<file path="src/rtl/prog_udp_engine.sv">
// Runtime-programmable N-input truth-table engine with registered output.
// Optional sequential mode folds out_q back in as the table MSB for UDP-style state.
module prog_udp_engine #(
  parameter int unsigned  N_IN = 3,
  parameter logic [127:0] INIT = 128'hD5D5
) (
  input  logic            clk,
  input  logic            rst_n,
  input  logic            in_valid,
  input  logic [N_IN-1:0] in_data,
  output logic            in_ready,
  input  logic            seq_mode,
  output logic            out_valid,
  output logic            out_q,
  input  logic            cfg_start,
  input  logic            cfg_valid,
  input  logic            cfg_bit,
  output logic            cfg_busy,
  output logic            cfg_done
);

  localparam int unsigned TBL_W = 2 ** (N_IN + 1);
  localparam int unsigned IDX_W = N_IN + 1;
  localparam int unsigned CNT_W = N_IN + 2;

  typedef enum logic [0:0] {StIdle, StLoad} state_e;

  state_e             state_q, state_d;
  logic [TBL_W-1:0]   table_q, table_d;
  logic [TBL_W-1:0]   shadow_q, shadow_d;
  logic [CNT_W-1:0]   cnt_q, cnt_d;
  logic               out_d;
  logic               out_valid_q, out_valid_d;
  logic               cfg_done_q, cfg_done_d;

  logic               accept;
  logic               start;
  logic               beat;
  logic               last_beat;
  logic [IDX_W-1:0]   eval_idx;

  // State register
  always_ff @(posedge clk or negedge rst_n) begin
    if (!rst_n) begin
      state_q <= StIdle;
    end else begin
      state_q <= state_d;
    end
  end

  // Next-state logic
  always_comb begin
    state_d = state_q;
    unique case (state_q)
      StIdle:  if (cfg_start) state_d = StLoad;
      StLoad:  if (last_beat) state_d = StIdle;
      default: state_d = StIdle;
    endcase
  end

  // Unregistered outputs decode the state directly
  always_comb begin
    in_ready = 1'b0;
    cfg_busy = 1'b0;
    unique case (state_q)
      StIdle:  in_ready = 1'b1;
      StLoad:  cfg_busy = 1'b1;
      default: in_ready = 1'b0;
    endcase
  end

  assign accept    = in_valid & in_ready;
  assign start     = cfg_start & in_ready;
  assign beat      = cfg_valid & cfg_busy;
  assign last_beat = beat && (cnt_q == CNT_W'(TBL_W - 1));
  assign eval_idx  = {seq_mode & out_q, in_data};

  // Datapath next-state; the committed table includes the final beat's bit
  always_comb begin
    shadow_d    = shadow_q;
    cnt_d       = cnt_q;
    table_d     = table_q;
    out_d       = out_q;
    out_valid_d = accept;
    cfg_done_d  = last_beat;

    if (start) begin
      shadow_d = '0;
      cnt_d    = '0;
    end else if (beat) begin
      shadow_d[cnt_q[IDX_W-1:0]] = cfg_bit;
      cnt_d                      = cnt_q + CNT_W'(1);
    end

    if (last_beat) begin
      table_d = shadow_d;
    end

    if (accept) begin
      out_d = table_q[eval_idx];
    end
  end

  always_ff @(posedge clk or negedge rst_n) begin
    if (!rst_n) begin
      table_q     <= INIT[TBL_W-1:0];
      shadow_q    <= '0;
      cnt_q       <= '0;
      out_q       <= 1'b0;
      out_valid_q <= 1'b0;
      cfg_done_q  <= 1'b0;
    end else begin
      table_q     <= table_d;
      shadow_q    <= shadow_d;
      cnt_q       <= cnt_d;
      out_q       <= out_d;
      out_valid_q <= out_valid_d;
      cfg_done_q  <= cfg_done_d;
    end
  end

  assign out_valid = out_valid_q;
  assign cfg_done  = cfg_done_q;

endmodule

</file>
<file path="config.mk">
export PLATFORM = sky130hd
export DESIGN_NAME = prog_udp_engine
export DESIGN_NICKNAME = d
export VERILOG_FILES = /design/src/rtl/prog_udp_engine.sv
export SDC_FILE = /design/constraint.sdc
export NUM_CORES = 1
export LEC_CHECK = 0
export CORE_UTILIZATION = 30
export CTS_CLUSTER_SIZE = 10
export DETAILED_ROUTE_END_ITERATION = 6
export DONT_BUFFER_PORTS = 1
export PLACE_DENSITY_LB_ADDON = 0.1
export REMOVE_ABC_BUFFERS = 1
export SLEW_MARGIN = 20
export SYNTH_ARGS = -nofsm -noshare
export SYNTH_HDL_FRONTEND = slang
export SYNTH_SLANG_ARGS = --single-unit
</file>
<file path="constraint.sdc">
create_clock -name clk -period 2.4 [get_ports clk]
set_input_delay 0.24 -clock clk [delete_from_list [all_inputs] [get_ports clk]]
set_output_delay 0.24 -clock clk [all_outputs]
set_load 0.005 [all_outputs]
</file>
# Word-level counts from Yosys, hierarchy flattened
# Index checks and enable logic that the tools add are counted.
op_classes:
  bitwise_logic: 5
  n_lt_le_gt_ge: 3
  n_reduce_logical: 3
  eq_ne: 1
  n_mux: 14
  add_sub_neg: 1
ops:
  columns: ["operator", "count"]
  rows:
  - ["2-to-1 mux 16 bit", 2]
  - ["bitwise mux 16 bit", 1]
  - ["less-than comparator 4 x 5 -> 1 bit, second input constant", 2]
  - ["2-to-1 mux 5 bit", 2]
  - ["2-to-1 mux 1 bit", 6]
  - ["adder 5 x 1 -> 5 bit, second input constant", 1]
  - ["== test 5 x 4 -> 1 bit, second input constant", 1]
  - ["bitwise AND 1 bit", 4]
  - ["binary-select mux 1 bit (select 4 bit)", 1]
  - ["demux 1 bit (select 4 bit)", 1]
  - [">= comparator 4 x 1 -> 1 bit, second input constant", 1]
  - ["logical AND 1 bit", 2]
  - ["one-hot mux 1 bit (2 select lines)", 1]
  - ["nonzero test 2 bit", 1]
  - ["NOT 1 bit", 1]
word_totals:
  reg_bits: 41
  wordCells: 34
  input_bits: 10

# Depth between registers and ports, before layout
logic_depth:
  word_depth: 7
  ltp_mapped: 7

# Worst setup path after synthesis
# Ideal clock, no wire load.
synth_timing:
  kind: "register to register"
  from: "reg cnt_q[2]"
  to: "reg table_q[11]"
  setup_slack_ps: 554
  path_buffers: 2
  synth_period_minus_slack_ps: 1846
  path_stages_with_launch: 8
  required_ps: 2275
  t_arrival_ps: 1721
  cell_sequence: "dfrtp_1 -> clkbuf_1 -> and3_1 -> ha_1 -> nand3_1 -> inv_2 -> buf_2 -> mux2_2"
synth_via:
  word_cells_on_any_way: 10
  cone_classes: "order compare (2); eq/ne (1); mux (5); reduce/logical (2)"
synth_rtl:
  columns: ["element", "line_no", "source"]
  rows:
  - ["start, declared", "31", "logic [CNT_W-1:0] cnt_q, cnt_d;"]
  - ["start signal, assigned", "115", "cnt_q <= cnt_d;"]
  - ["== test 5 x 4 -> 1 bit", "75", "assign last_beat = beat && (cnt_q == CNT_W'(TBL_W - 1));"]
  - ["logical AND 1 bit", "75", null]
  - ["net cfg_done_d", "34", "logic cfg_done_q, cfg_done_d;"]
  - ["end signal, assigned", "106", "table_q <= INIT[TBL_W-1:0];"]
  - ["end signal, assigned", "113", "table_q <= table_d;"]
  - ["end, declared", "29", "logic [TBL_W-1:0] table_q, table_d;"]
# The timed path passes the listed nets, and every way through them passes these cells.
# A chain may end at the register's enable or synchronous reset.

# Worst setup path in the final report
layout_timing:
  from: "reg cnt_q[2]"
  to: "reg table_q[3]"
layout_via:
  elab_chain_cells: 7
  word_cells_on_any_way: 10
  cone_classes: "order compare (2); eq/ne (1); mux (5); reduce/logical (2)"
layout_lines:
  columns: ["element", "line_no", "source"]
  rows:
  - ["less-than comparator 4 x 5 -> 1 bit (not written as such) / >= comparator 4 x 1 -> 1 bit (equally long branches)", "91", "shadow_d[cnt_q[IDX_W-1:0]] = cfg_bit;"]
  - ["logical AND 1 bit (not written as such)", "91", null]
  - ["2-to-1 mux 1 bit (not written as such)", "91", null]
  - ["demux 1 bit (select 4 bit)", "91", null]
  - ["bitwise mux 16 bit", "91", null]
  - ["2-to-1 mux 16 bit", "90", "end else if (beat) begin"]
  - ["2-to-1 mux 16 bit", "87", "if (start) begin"]
# Several ways; a longest one is shown, not always the timed one.

==> reports/results.ini <==
[global_routing]
grt_pass1_vias=1286
track_usage=0.146
antenna_found_initial=0
overflow=0
grt_max_degree=42
grt_pass1_wl_um=7020

[finish]
areaGrowthSynthToFinish_pct=10.8
finalNetCount=189
utilization=0.353
diodes=0
fillers=611
drive_gt1_frac=0.234

[clock_tree]
clk_pin_slew_ps=80
cts_buffers=5
cts_buffer_depth=2
clk_latency_ps=290
cts-root-buf=clkbuf_8
cts.sinks=41
htree_levels=2
cts_tree=yes
post_cts_resized=0

[route]
first_iter_violations=57
drc=0
top_layer_used=met4
drtAntennaViolNets=0
wl_met2_um=1980
drt_wl_total_um=4320
vias_per_cell=5.23
drtPass1Iterations=4
wl_met1_um=2020
wl_per_cell_um=17.3
dr_wl_met3_um=199
vias=1307

[yosys]
synth_seq_area_share=0.538
synth.avg_cell_area_sq_um=11.2
postSynth.asyncResetShare=1.00
synth_edf_count=0
yosysWarningCount=0
synth-main-ff-cell=dfrtp_1
synth_adder_area_share=0.0324
synth_top_family_by_area=multiplexers
ys_seq_elements=41
syn-instance-count=173
synth-xor-area-share=0
muxShareOfSynthArea=0.143
synth-simple-area-share=0.134
synth.cell_area_sq_um=1930
synth.distinct_cells=30
synth-compound-area-share=0.119

[timing]
worstMarginPinSlew_ps=523
timing.slew.headroom=0.651
drv_slew=0
timing.final.crit_period_ps=1860
fmax_mhz=538
skew_ps=3.25
finalCritPeriodShare=0.775
hold_violations=0
layout_setup_ws_ps=540
setup_viol=0
tns_ps=0
rsz0062_at_grt=false

[setup_path]
path_class=flip-flop to flip-flop
start_kind=flip-flop
setup.worst_path.start=cnt_q[2]
critPathTopFamily=flip-flops
worstPathRequired_ps=2580
end_kind=flip-flop
reg2reg_from=cnt_q[2]
path_buf_inv=1
crit_fanout=18
cpPeakStageDelay_ps=590
cp_data_arrival_time_ps=2040
path_cells=and3_1, ha_1, nand3_1, inv_2, mux2_2
slowest_stage=dfrtp_1

[floorplanning]
core-area_sq_um=6060
fp.dieW_um=82.2
num_rows=28
die_h_um=82.2
initial_core_util=0.318
die_area_sq_um=6760
ios=15

[power]
irDropWorstVdd_uv=344
power.density_nw_per_um2=1060
cellLeakagePower_uw=0.000918

[placed_design]
detailed_place_hpwl_um=3120
gp_congestion=0.742
portBuffers=0
dp_worst_setup_slack_ps=535

[hold_path]
worstHoldStart=cfg_start
min_path_type=input pin to flip-flop

[status]
status=finished, final reports clean

[job]
maxCapViolations=0

## worst reg2reg max path, cell delays in order, from the launching register on
cell and delay [ps]:
dfrtp_1 590, and3_1 230, ha_1 140, nand3_1 90, inv_2 320, mux2_2 390
## state kept, by name (all words and copies together) (netlist names)
signal     flops
shadow_q      16
state_q        1
table_q       16
out_valid      1
cfg_done       1
cnt_q          5
out_q          1
## layout make-up
type / instances / area, sq um / share of cell area
inverter: 5 / 18.8 / 0.00878
clock inverter: 3 / 46.3 / 0.0217
timing repair buffer: 4 / 45.0 / 0.0211
clock buffer: 5 / 68.8 / 0.0322
tap: 75 / 93.8 / 0.0439
sequential: 41 / 1040 / 0.486
multi-input combinational: 117 / 827 / 0.387
## timing repair
item                      in CTS  in global routing
hold endpoints to repair      41                  0
buffers inserted               0                  0
hold buffers                   2                  0
## cell usage after synthesis, types with 5 or more instances
master   count  area (sq um)
nor2b_1      6          37.5
dfrtp_1     31           776
buf_2        5          25.0
nand3_1     19          95.1
ha_1         5          62.6
nand2_1      5          18.8
nor2_1       5          18.8
o21ai_0     19          95.1
mux2_2      16           180
dfstp_2     10           263
and3_1       5          31.3
a21oi_1     17          85.1
## metal layers
layer / global-route usage / up-vias
met3: 0.0352 / 10
met2: 0.213 / 30
met1: 0.197 / 643
met5: 0 / -
li1: - / 624
met4: 0.0825 / 0
## power breakdown
part / switching, uW / internal, uW
clock network: 250 / 311
registers: 130 / 951
logic: 348 / 271
## worst paths after layout
kind / end / slack [ps] / cells past startpoint
setup reg to reg: table_q[3] / 540 / 5
min in group asynchronous: shadow_q[6] / 440 / 2
hold reg to reg: table_q[13] / 510 / 1
hold / removal: state_q / 100 / 2
max in group asynchronous: table_q[6] / 1700 / 2
setup / recovery: table_q[3] / 540 / 5
## cells in the final DEF, fill, tap and decap left out, types with 4 or more instances in the layout
| cell type | count |
|---|---|
| mux2_2 | 16 |
| nand4_1 | 4 |
| dfrtp_1 | 31 |
| nand2_1 | 5 |
| a21oi_1 | 17 |
| clkbuf_8 | 5 |
| nor2b_1 | 6 |
| inv_1 | 4 |
| ha_1 | 5 |
| dfstp_2 | 10 |
| nor2_1 | 5 |
| nand3_1 | 19 |
| and3_1 | 5 |
| o21ai_0 | 19 |
## logic make-up (layout without fill, tap and decap cells)
| group | Yosys count | count (layout) |
|---|---|---|
| and+or+nand+nor | 49 | 49 |
| AOI/OAI and AO/OA | 42 | 42 |
| adders and majority gates | 5 | 5 |
| buffers and inverters | 15 | 17 |
| DFF | 41 | 41 |
| muxes | 21 | 21 |
## stage by stage
| stage | total power (uW) | hold slack (ps) | instance area, sq um | instances |
|---|---|---|---|---|
| after global routing | 2430 | 98.0 | 2140 | 250 |
| after detailed placement | 1710 | -54.3 | 1990 | 240 |
| after CTS | 2300 | 96.3 | 2140 | 250 |
| after floorplan | 1500 | -55.6 | 1880 | 163 |
| final | 2260 | 101 | 2140 | 250 |
| after global placement | 1690 | -53.8 | 1990 | 240 |
Power figures use the tool's default switching activity.
